<file path="config.mk">
export PLATFORM = sky130hd
export DESIGN_NAME = axis_vc_queue
export DESIGN_NICKNAME = d
export VERILOG_FILES = /design/src/rtl/axis_vc_queue_pkg.sv /design/src/rtl/vcq_rr_arbiter.sv /design/src/rtl/axis_vc_queue.sv
export SDC_FILE = /design/constraint.sdc
export NUM_CORES = 2
export LEC_CHECK = 0
export BUFFER_PORTS_ARGS = -buffer_cell sky130_fd_sc_hd__buf_2
export CAP_MARGIN = 20
export CORE_MARGIN = 2
export CORE_UTILIZATION = 55
export CTS_CLUSTER_SIZE = 16
export DETAILED_ROUTE_END_ITERATION = 10
export GPL_ROUTABILITY_DRIVEN = 0
export PLACE_DENSITY = 0.71
export SYNTH_ARGS = -nofsm -noshare
export SYNTH_HDL_FRONTEND = slang
export SYNTH_SLANG_ARGS = --single-unit
</file>
<file path="constraint.sdc">
create_clock -name clk_i -period 10.5 [get_ports clk_i]
set_input_delay 0.525 -clock clk_i [delete_from_list [all_inputs] [get_ports clk_i]]
set_output_delay 0.525 -clock clk_i [all_outputs]
set_load 0.02 [all_outputs]
</file>
<file path="src/rtl/axis_vc_queue_pkg.sv">
// Shared helpers and reference types for axis_vc_queue.
// Width helpers are functions so the parameterised top can size its own types.
package axis_vc_queue_pkg;

  localparam int DEF_NUM_VC     = 2;
  localparam int DEF_DEPTH      = 16;
  localparam int DEF_DATA_WIDTH = 32;
  localparam int DEF_ID_WIDTH   = 4;
  localparam int DEF_DEST_WIDTH = 4;
  localparam int DEF_USER_WIDTH = 4;

  // VC index width; a single VC still needs one bit on the ports
  function automatic int vc_w(input int num_vc);
    return (num_vc > 1) ? $clog2(num_vc) : 1;
  endfunction

  // Occupancy width: must be able to hold DEPTH itself
  function automatic int cnt_w(input int depth);
    return $clog2(depth) + 1;
  endfunction

  function automatic int half(input int depth);
    return depth / 2;
  endfunction

  localparam int CNT_W = cnt_w(DEF_DEPTH);
  localparam int HALF  = half(DEF_DEPTH);

  typedef logic [vc_w(DEF_NUM_VC)-1:0] vc_idx_t;
  typedef logic [CNT_W-1:0]            count_t;

  typedef struct packed {
    logic [DEF_DATA_WIDTH-1:0] data;
    logic [DEF_ID_WIDTH-1:0]   id;
    logic [DEF_DEST_WIDTH-1:0] dest;
    logic [DEF_USER_WIDTH-1:0] user;
    logic                      last;
  } vcq_entry_t;

endpackage

</file>
<file path="src/rtl/vcq_rr_arbiter.sv">
// Packet-locked round-robin arbiter over NUM_VC request lines.
// While lock is set the grant is pinned to lock_vc, even if it has no request.
module vcq_rr_arbiter
  import axis_vc_queue_pkg::*;
#(
  parameter int NUM_VC = 2
) (
  input  logic                      clk,
  input  logic                      rst,
  input  logic [NUM_VC-1:0]         req,
  input  logic                      lock,
  input  logic [vc_w(NUM_VC)-1:0]   lock_vc,
  input  logic                      advance,
  output logic [vc_w(NUM_VC)-1:0]   gnt,
  output logic                      gnt_valid
);

  localparam int          VC_W = vc_w(NUM_VC);
  localparam int unsigned N    = NUM_VC;

  logic [VC_W-1:0] ptr;
  int unsigned     idx;

  // Pick the first requester at or after ptr, unless a packet holds the lock
  always_comb begin
    gnt       = '0;
    gnt_valid = 1'b0;
    idx       = 0;
    if (lock) begin
      gnt       = lock_vc;
      gnt_valid = req[lock_vc];
    end else begin
      for (int unsigned i = 0; i < N; i++) begin
        idx = 32'(ptr) + i;
        if (idx >= N) idx = idx - N;
        if (!gnt_valid && req[VC_W'(idx)]) begin
          gnt       = VC_W'(idx);
          gnt_valid = 1'b1;
        end
      end
    end
  end

  // Priority moves past every served VC; under lock this lands on locked VC+1 at tlast
  always_ff @(posedge clk or posedge rst) begin
    if (rst) begin
      ptr <= '0;
    end else if (advance) begin
      ptr <= (gnt == VC_W'(NUM_VC - 1)) ? '0 : gnt + 1'b1;
    end
  end

endmodule

</file>
<file path="src/rtl/axis_vc_queue.sv">
// Multi-VC AXI-Stream input buffer with packet-locked RR output and registered output stage.
// Optional high-water marks on peak_o are enabled by defining AXIS_VC_QUEUE_PEAK_STATS_EN.
module axis_vc_queue
  import axis_vc_queue_pkg::*;
#(
  parameter int DATA_WIDTH = 32,
  parameter int ID_WIDTH   = 4,
  parameter int DEST_WIDTH = 4,
  parameter int USER_WIDTH = 4,
  parameter int NUM_VC     = 2,
  parameter int DEPTH      = 16
) (
  input  logic                           clk_i,
  input  logic                           rst_i,
  input  logic                           in_tvalid_i,
  output logic                           in_tready_o,
  input  logic [vc_w(NUM_VC)-1:0]        in_vc_i,
  input  logic [DATA_WIDTH-1:0]          in_tdata_i,
  input  logic [ID_WIDTH-1:0]            in_tid_i,
  input  logic [DEST_WIDTH-1:0]          in_tdest_i,
  input  logic [USER_WIDTH-1:0]          in_tuser_i,
  input  logic                           in_tlast_i,
  output logic                           out_tvalid_o,
  input  logic                           out_tready_i,
  output logic [vc_w(NUM_VC)-1:0]        out_vc_o,
  output logic [DATA_WIDTH-1:0]          out_tdata_o,
  output logic [ID_WIDTH-1:0]            out_tid_o,
  output logic [DEST_WIDTH-1:0]          out_tdest_o,
  output logic [USER_WIDTH-1:0]          out_tuser_o,
  output logic                           out_tlast_o,
  output logic [NUM_VC-1:0]              empty_o,
  output logic [NUM_VC-1:0]              half_full_o,
  output logic [NUM_VC-1:0]              full_o,
  output logic [NUM_VC*cnt_w(DEPTH)-1:0] count_o,
  output logic [NUM_VC*cnt_w(DEPTH)-1:0] peak_o,
  input  logic                           peak_clr_i
);

  localparam int VC_W     = vc_w(NUM_VC);
  localparam int CW       = cnt_w(DEPTH);
  localparam int PTR_W    = CW - 1;
  localparam int HALF_LVL = half(DEPTH);

  typedef struct packed {
    logic [DATA_WIDTH-1:0] data;
    logic [ID_WIDTH-1:0]   id;
    logic [DEST_WIDTH-1:0] dest;
    logic [USER_WIDTH-1:0] user;
    logic                  last;
  } entry_t;

  entry_t            mem [NUM_VC][DEPTH];
  logic [PTR_W-1:0]  wr_ptr [NUM_VC];
  logic [PTR_W-1:0]  rd_ptr [NUM_VC];
  logic [CW-1:0]     count [NUM_VC];
  logic [CW-1:0]     count_next [NUM_VC];
  logic [NUM_VC-1:0] req, wr_hit, rd_hit;
  logic              vc_ok, wr_en, load_en, mv_en, gnt_valid, lock;
  logic [VC_W-1:0]   gnt, lock_vc;
  entry_t            head, out_q;

  assign vc_ok       = 32'(in_vc_i) < 32'(NUM_VC);
  assign in_tready_o = !rst_i && vc_ok && !full_o[in_vc_i];
  assign wr_en       = in_tvalid_i && in_tready_o;
  assign load_en     = !out_tvalid_o || out_tready_i;
  assign mv_en       = load_en && gnt_valid;
  assign head        = mem[gnt][rd_ptr[gnt]];

  // Per-VC flags, packed counts and next occupancy (output register is not counted)
  always_comb begin
    empty_o     = '0;
    half_full_o = '0;
    full_o      = '0;
    count_o     = '0;
    req         = '0;
    wr_hit      = '0;
    rd_hit      = '0;
    for (int unsigned v = 0; v < NUM_VC; v++) begin
      empty_o[v]           = (count[v] == '0);
      half_full_o[v]       = (count[v] > CW'(HALF_LVL));
      full_o[v]            = (count[v] == CW'(DEPTH));
      count_o[v*CW +: CW]  = count[v];
      req[v]               = (count[v] != '0);
      wr_hit[v]            = wr_en && (in_vc_i == VC_W'(v));
      rd_hit[v]            = mv_en && (gnt == VC_W'(v));
      count_next[v]        = count[v];
      if (wr_hit[v] && !rd_hit[v])      count_next[v] = count[v] + 1'b1;
      else if (rd_hit[v] && !wr_hit[v]) count_next[v] = count[v] - 1'b1;
    end
  end

  // Storage array; reset only clears pointers, so contents need no reset
  always_ff @(posedge clk_i) begin
    if (wr_en) begin
      mem[in_vc_i][wr_ptr[in_vc_i]] <= '{in_tdata_i, in_tid_i, in_tdest_i, in_tuser_i, in_tlast_i};
    end
  end

  // Pointer and occupancy bookkeeping per VC
  always_ff @(posedge clk_i or posedge rst_i) begin
    if (rst_i) begin
      for (int unsigned v = 0; v < NUM_VC; v++) begin
        wr_ptr[v] <= '0;
        rd_ptr[v] <= '0;
        count[v]  <= '0;
      end
    end else begin
      for (int unsigned v = 0; v < NUM_VC; v++) begin
        if (wr_hit[v]) wr_ptr[v] <= wr_ptr[v] + 1'b1;
        if (rd_hit[v]) rd_ptr[v] <= rd_ptr[v] + 1'b1;
        count[v] <= count_next[v];
      end
    end
  end

  // Output register and packet lock; lock follows the tlast of the beat just loaded
  always_ff @(posedge clk_i or posedge rst_i) begin
    if (rst_i) begin
      out_tvalid_o <= 1'b0;
      out_q        <= '0;
      out_vc_o     <= '0;
      lock         <= 1'b0;
      lock_vc      <= '0;
    end else if (load_en) begin
      if (gnt_valid) begin
        out_tvalid_o <= 1'b1;
        out_q        <= head;
        out_vc_o     <= gnt;
        lock         <= !head.last;
        lock_vc      <= gnt;
      end else begin
        out_tvalid_o <= 1'b0;
      end
    end
  end

  assign out_tdata_o = out_q.data;
  assign out_tid_o   = out_q.id;
  assign out_tdest_o = out_q.dest;
  assign out_tuser_o = out_q.user;
  assign out_tlast_o = out_q.last;

  vcq_rr_arbiter #(
    .NUM_VC (NUM_VC)
  ) u_arb (
    .clk       (clk_i),
    .rst       (rst_i),
    .req       (req),
    .lock      (lock),
    .lock_vc   (lock_vc),
    .advance   (mv_en),
    .gnt       (gnt),
    .gnt_valid (gnt_valid)
  );

`ifdef AXIS_VC_QUEUE_PEAK_STATS_EN
  logic [CW-1:0] peak [NUM_VC];

  // High-water marks track next-cycle occupancy; clear wins over update
  always_ff @(posedge clk_i or posedge rst_i) begin
    if (rst_i) begin
      for (int unsigned v = 0; v < NUM_VC; v++) peak[v] <= '0;
    end else if (peak_clr_i) begin
      for (int unsigned v = 0; v < NUM_VC; v++) peak[v] <= '0;
    end else begin
      for (int unsigned v = 0; v < NUM_VC; v++) begin
        if (count_next[v] > peak[v]) peak[v] <= count_next[v];
      end
    end
  end

  // Pack high-water marks with VC0 in the LSBs
  always_comb begin
    peak_o = '0;
    for (int unsigned v = 0; v < NUM_VC; v++) peak_o[v*CW +: CW] = peak[v];
  end
`else
  logic unused_peak_clr;
  assign unused_peak_clr = peak_clr_i;
  assign peak_o          = '0;
`endif

endmodule

</file>
# Word level (Yosys, flattened, before mapping)
# Memory sizes are Yosys's and may differ from the RTL's.
# Cells that the tools add are included.
# word_totals
regBits	75
latch_bits	0
ramBits	1440
rom_bits	0
n_memories	1
# op_classes
add_sub_neg	12
multipliers	0
n_div	0
n_lt_le_gt_ge	13
eq_ne	2
n_shift	0
muxes	38
n_bitwise	6
n_reduce_logical	30
# mem_list
name	depth	width	rd	rd_ports_with_merged_regs	wr	line_no	source
mem	2	720	1	0	1	axis_vc_queue.sv:52	entry_t mem [NUM_VC][DEPTH];
# ops
operator	count
$mux W720	1
$bmux W45 S4	1
$demux W45 S4	1
$mux W45	3
$mux W4	6
$mux W1	22
$mux W5	4
$add A4 B1 Y4 const B	4
$logic_and A1 B1 Y1	13
$add A5 B1 Y5 const B	2
$eq A5 B5 Y1 const B	2
$ge A5 B5 Y1 const B	2
$gt A5 B4 Y1 const B	2
$logic_not A5 Y1	2
$not A4 Y5	2
$reduce_bool A5 Y1	2
$sub A5 B1 Y5 const B	2
$logic_not A1 Y1	9
$lt A1 B2 Y1 const B	4
$ge A2 B2 Y1 const B	3
$lt A5 B1 Y1 const B	1
$not A1 Y2	2
$reduce_bool A2 Y1	2
$add A1 B1 Y2 const B	1
6 further kinds	8

# Depth between registers and ports, before layout
# depth
word_depth	20
mapped_depth	14
mapped_depth_nobuf	12

# Cells and area by module
# A second synthesis with hierarchy kept.
# hier_totals
hier_cells	3346
hier_area_um2	58648.7
# modules_own_cells
mod	instances	cells_per_inst	area_each_um2	seq_area_each_um2
axis_vc_queue	1	3335	58562.4	45093.2
vcq_rr_arbiter	1	11	86.3	25.0

# Least setup slack after synthesis
# Ideal clock, no wire load.
# synth_path
path_type	input to register
start	in rst_i
end	mem mem[1][0] (netlist bit) (enable)
setup_ps	448
arrival_time_ps	4788
required_time_ps	10052
path_slack_ps	5264
stages	5
path_buffers	1
cell_sequence	inv_1 -> o2111a_1 -> nand2_1 -> clkbuf_1 -> nor2_1
# synth_between
elab_chain_len	5
# synth_lines
item	line_no	source
from (decl)	axis_vc_queue.sv:14	input logic rst_i,
$logic_not A1 Y1 (no line)	n/a	
$logic_and A1 B1 Y1	axis_vc_queue.sv:63	assign in_tready_o = !rst_i && vc_ok && !full_o[in_vc_i];
$logic_and A1 B1 Y1	axis_vc_queue.sv:64	assign wr_en = in_tvalid_i && in_tready_o;
$mux W1	axis_vc_queue.sv:94	if (wr_en) begin
$mux W720 (not written as such)	axis_vc_queue.sv:95	mem[in_vc_i][wr_ptr[in_vc_i]] <= '{in_tdata_i, in_tid_i, in_tdest_i, in_tuser_i, in_tlast_i};
to (decl)	axis_vc_queue.sv:52	
# Every way passes these cells.

# Worst setup path after layout
# layout_path
start	reg count, in the netlist count_o[0]
end	reg count, in the netlist count_o[4]
# layout_between
elab_chain_len	14
# layout_lines
item	line_no	source
from (decl)	axis_vc_queue.sv:55	logic [CW-1:0] count [NUM_VC];
from (signal, indexed assignment)	axis_vc_queue.sv:111	count[v] <= count_next[v];
$reduce_bool A5 Y1	axis_vc_queue.sv:83	req[v] = (count[v] != '0);
$mux W1 (not written as such) (2 in series)	vcq_rr_arbiter.sv:36	if (!gnt_valid && req[VC_W'(idx)]) begin
$mux W1	vcq_rr_arbiter.sv:36	
$mux W1	vcq_rr_arbiter.sv:29	if (lock) begin
$logic_not A1 Y1	vcq_rr_arbiter.sv:36	
$logic_and A1 B1 Y1	vcq_rr_arbiter.sv:36	
$mux W1	vcq_rr_arbiter.sv:36	
$mux W1	vcq_rr_arbiter.sv:29	
$logic_and A1 B1 Y1 / $not A1 Y1 (equally long branches)	axis_vc_queue.sv:66, axis_vc_queue.sv:85	
$logic_and A1 B1 Y1	axis_vc_queue.sv:85	rd_hit[v] = mv_en && (gnt == VC_W'(v));
$logic_not A1 Y1	axis_vc_queue.sv:87	if (wr_hit[v] && !rd_hit[v]) count_next[v] = count[v] + 1'b1;
$logic_and A1 B1 Y1	axis_vc_queue.sv:87	
$mux W5 / $reduce_bool A2 Y1 (equally long branches)	n/a	
# Several ways; a longest one is shown, not always the timed one. The select of a mux whose other input is x is not followed.
# A chain may end at the register's enable or synchronous reset.

==> results by group <==
Status
  – Outcome: completed

Job
  – Max-cap violations: 0

GRT
  – GRT busiest layer: met2
  – Largest net degree at the start of global routing: 118
  – Vias in the first global route: 33.0k
  – GR Util met1: 37.0%
  – First-pass GRT wire length: 224000 µm
  – Met3 usage: 4.61%
  – Total grt overflow: 0
  – Grt met2 use: 46.8%
  – Initial antenna violation count: 6
  – Gr usage total: 28.2%

Detailed routing
  – Post-DR vias/cell: 6.64
  – Drt drc: 0
  – Routed via count: 32.7k
  – Detailed-route wire length: 156000 µm
  – First-pass DRT Iterations: 5
  – Initial DRC Count: 4492
  – Wire length per cell: 31.6 µm
  – Final ANT Viol Nets: 0

STA
  – Clock Skews: 42.8 ps
  – Worst-margin pin slew: 1190 ps
  – Hold Fails Final Rpt: 0
  – Relative slew slack: 20.6%
  – Max-slew violation count: 0
  – Max Clk Rate: 221 MHz
  – Final period util: 43.0%
  – RSZ-0062 raised after global routing: false
  – Setup Total Neg Slack: 0 ps
  – Worst setup slack after layout: 5980 ps
  – Tmin final: 4520 ps
  – Final setup vio count: 0

Hold path
  – Worst hold path cell count: 1
  – Hold WC Path Type: in2reg
  – Endpoint, Worst Hold: mem[1][456]
  – Hold Startpoint: in_tdest_i[1]

Floorplanning
  – Row count: 120
  – Core Region: 107000 µm²
  – I/O pin count: 125
  – Die ar.: 110000 µm²
  – Starting Density: 55.4%
  – Die outline height: 332 µm
  – Die Span X: 332 µm

Clocking
  – CTS Root Cell: clkbuf_16
  – Hold bufs inserted after CTS: 1
  – Post-CTS Setup Bufs: 0
  – CTS tree: done
  – CTS Buffer Depth: 3
  – Num CTS Buffers: 148
  – # clock sinks: 1515
  – H-tree levels: 4
  – Insertion delay of the later-clocked pin in the worst-skew pair: 760 ps
  – CTS resizes: 0
  – Clk slew on worst S/H paths: 60 ps

Critical path
  – Worst r2r src: count_o[0]
  – Crit-path max FO: 51
  – Worst R2R Path Depth: 13
  – R2r setup slk: 5980 ps
  – Crit start category: register
  – Crit Path Category: reg2reg
  – CP required: 11110 ps
  – Crit path DAT: 5130 ps
  – CP endpoint kind: register
  – Worst flop-to-flop path endpoint: count_o[4]

Logic synthesis
  – Share of the synthesized area in the top cell type: 72.9%
  – Syn avg cell area: 18.1 µm²
  – Asr flop ratio synth: 4.95%
  – Post-synth EDFFs: 1440
  – Most area-consuming cells after synthesis: edfxtp_1, mux2i_1, mux4_2, dfrtp_1, a21oi_1
  – Largest family of logic cells by synthesized area: multiplexers
  – Synth Area in XOR/XNOR: 0.296%
  – Post-synthesis sequential area ratio: 76.1%
  – Post-synth top flop: edfxtp_1
  – Compound-cell area share of the yosys netlist: 5.90%
  – Largest area contributor in the netlist: edfxtp_1
  – Post-Synth Adder-Cell Area: 0.321%
  – Mux contribution to synthesized area: 12.3%
  – Simple-gate portion of the synthesized area: 3.31%
  – Yosys warning total: 0
  – Post-synth top cells: edfxtp_1, mux2i_1, a21oi_1, nor2_1, mux4_2
  – Number of synthesized register bits: 1515
  – Netlist cell types: 69
  – Most frequent cell after synthesis: edfxtp_1
  – Synthesized area: 59300 µm²
  – Mapped Cells: 3267

Pwr
  – Pwr/cell area: 274 nW/µm²
  – Leak: 0.0224 µW
  – Peak supply drop: 0.000340 V

Place
  – HPWL after DPL: 76600 µm
  – Pre-CTS WS: 6080 ps
  – Port-buffer cells: 113

Cells and area
  – Layout cells sized above 1: 18.0%
  – Fillers: 7324
  – Area grow syn2layout: 12.2%
  – Final nets: 3464
kinds of logic (layout without fill, tap and decap cells):
| group | after synthesis | after routing |
|---|---|---|
| mux | 587 | 587 |
| flops | 1515 | 1515 |
| fa+ha+maj | 14 | 14 |
| simple gates | 415 | 415 |
| xor+xnor | 20 | 20 |
| buf+inv | 226 | 476 |
| compound gates | 489 | 489 |
| other cells | 1 | 12 |
metal layers:
| layer | vias up | share of wire [%] |
|---|---|---|
| met2 | 1965 | 49 |
| met5 | - | 0.016 |
| li1 | 13400 | - |
| met3 | 409 | 9.1 |
| met1 | 16900 | 37 |
| met4 | 4 | 4.6 |
worst max-delay path by stage:
stage	startpoint	slack, ps	endpoint	depth (start not counted)
2_1_floorplan	rst_i	5260	mem[1][0]	5
3_3_place_gp	count_o[0]	6090	count_o[4]	13
3_5_place_dp	count_o[0]	6080	count_o[4]	13
4_1_cts	count_o[0]	6080	count_o[4]	13
5_1_grt	count_o[0]	5920	count_o[4]	13
6_report	count_o[0]	5980	count_o[4]	13
worst max-delay path, stage by stage (launching register included):
cell     delay [ps]
dfrtp_1         470
or4_4           620
o21ai_4         140
buf_4           440
nand2_4         640
nand2_2         460
ha_1            250
inv_1           120
fa_1            420
a21o_1          180
a21oi_1         180
xnor2_1         140
nor2_1           70
xnor2_1         130
placed cells by master, fill, tap and decap left out, drive strengths merged, types with 59 or more instances in the layout:
cell and count:
edfxtp 1440, nand3 59, dfrtp 75, clkbuf 212, nor3 69, mux4 108
mux2i 428, a21oi 149, buf 187, nand2 70, nor2 135
layout make-up:
cell class                 instances  area, µm²  area share, %
antenna                            2       5.00        0.00753
clock inverter                    65        691           1.04
sequential                      1515      45100           67.9
inverter                          11       43.8         0.0658
clock buffer                     212       4200           6.32
multi-input combinational       1535      13500           20.3
timing repair buffer             188       1170           1.76
tap                             1403       1760           2.64
where the power goes:
part	switching (µW)	total, µW	leakage (µW)	internal (µW)
logic	3590	5600	0.00613	2020
clock network	2230	5320	0.00239	3090
registers	407	7310	0.0138	6900
total	6220	18200	0.0224	12000
per-stage QoR:
stage,total power [µW],utilization (%),hold slack [ps],instances,instance area (µm²)
after floorplan,11000,-,471,3276,59300
after global placement,12800,57.5,502,4650,61600
after detailed placement,12900,57.5,509,4651,61600
after CTS,18200,62.1,205,4929,66500
after global routing,18800,62.1,247,4930,66500
final,18200,62.1,250,4931,66500
sequential cells by signal, summed over array words and instances, names as in the netlist:
| name | cells |
|---|---|
| out_tdest_o | 4 |
| out_tuser_o | 4 |
| rd_ptr | 8 |
| out_tid_o | 4 |
| u_arb.ptr | 1 |
| count_o | 10 |
| out_tdata_o | 32 |
| lock_vc | 1 |
| lock | 1 |
| out_tvalid_o | 1 |
| wr_ptr | 8 |
| mem | 1440 |
| out_tlast_o | 1 |
Power figures use the tool's default switching activity.
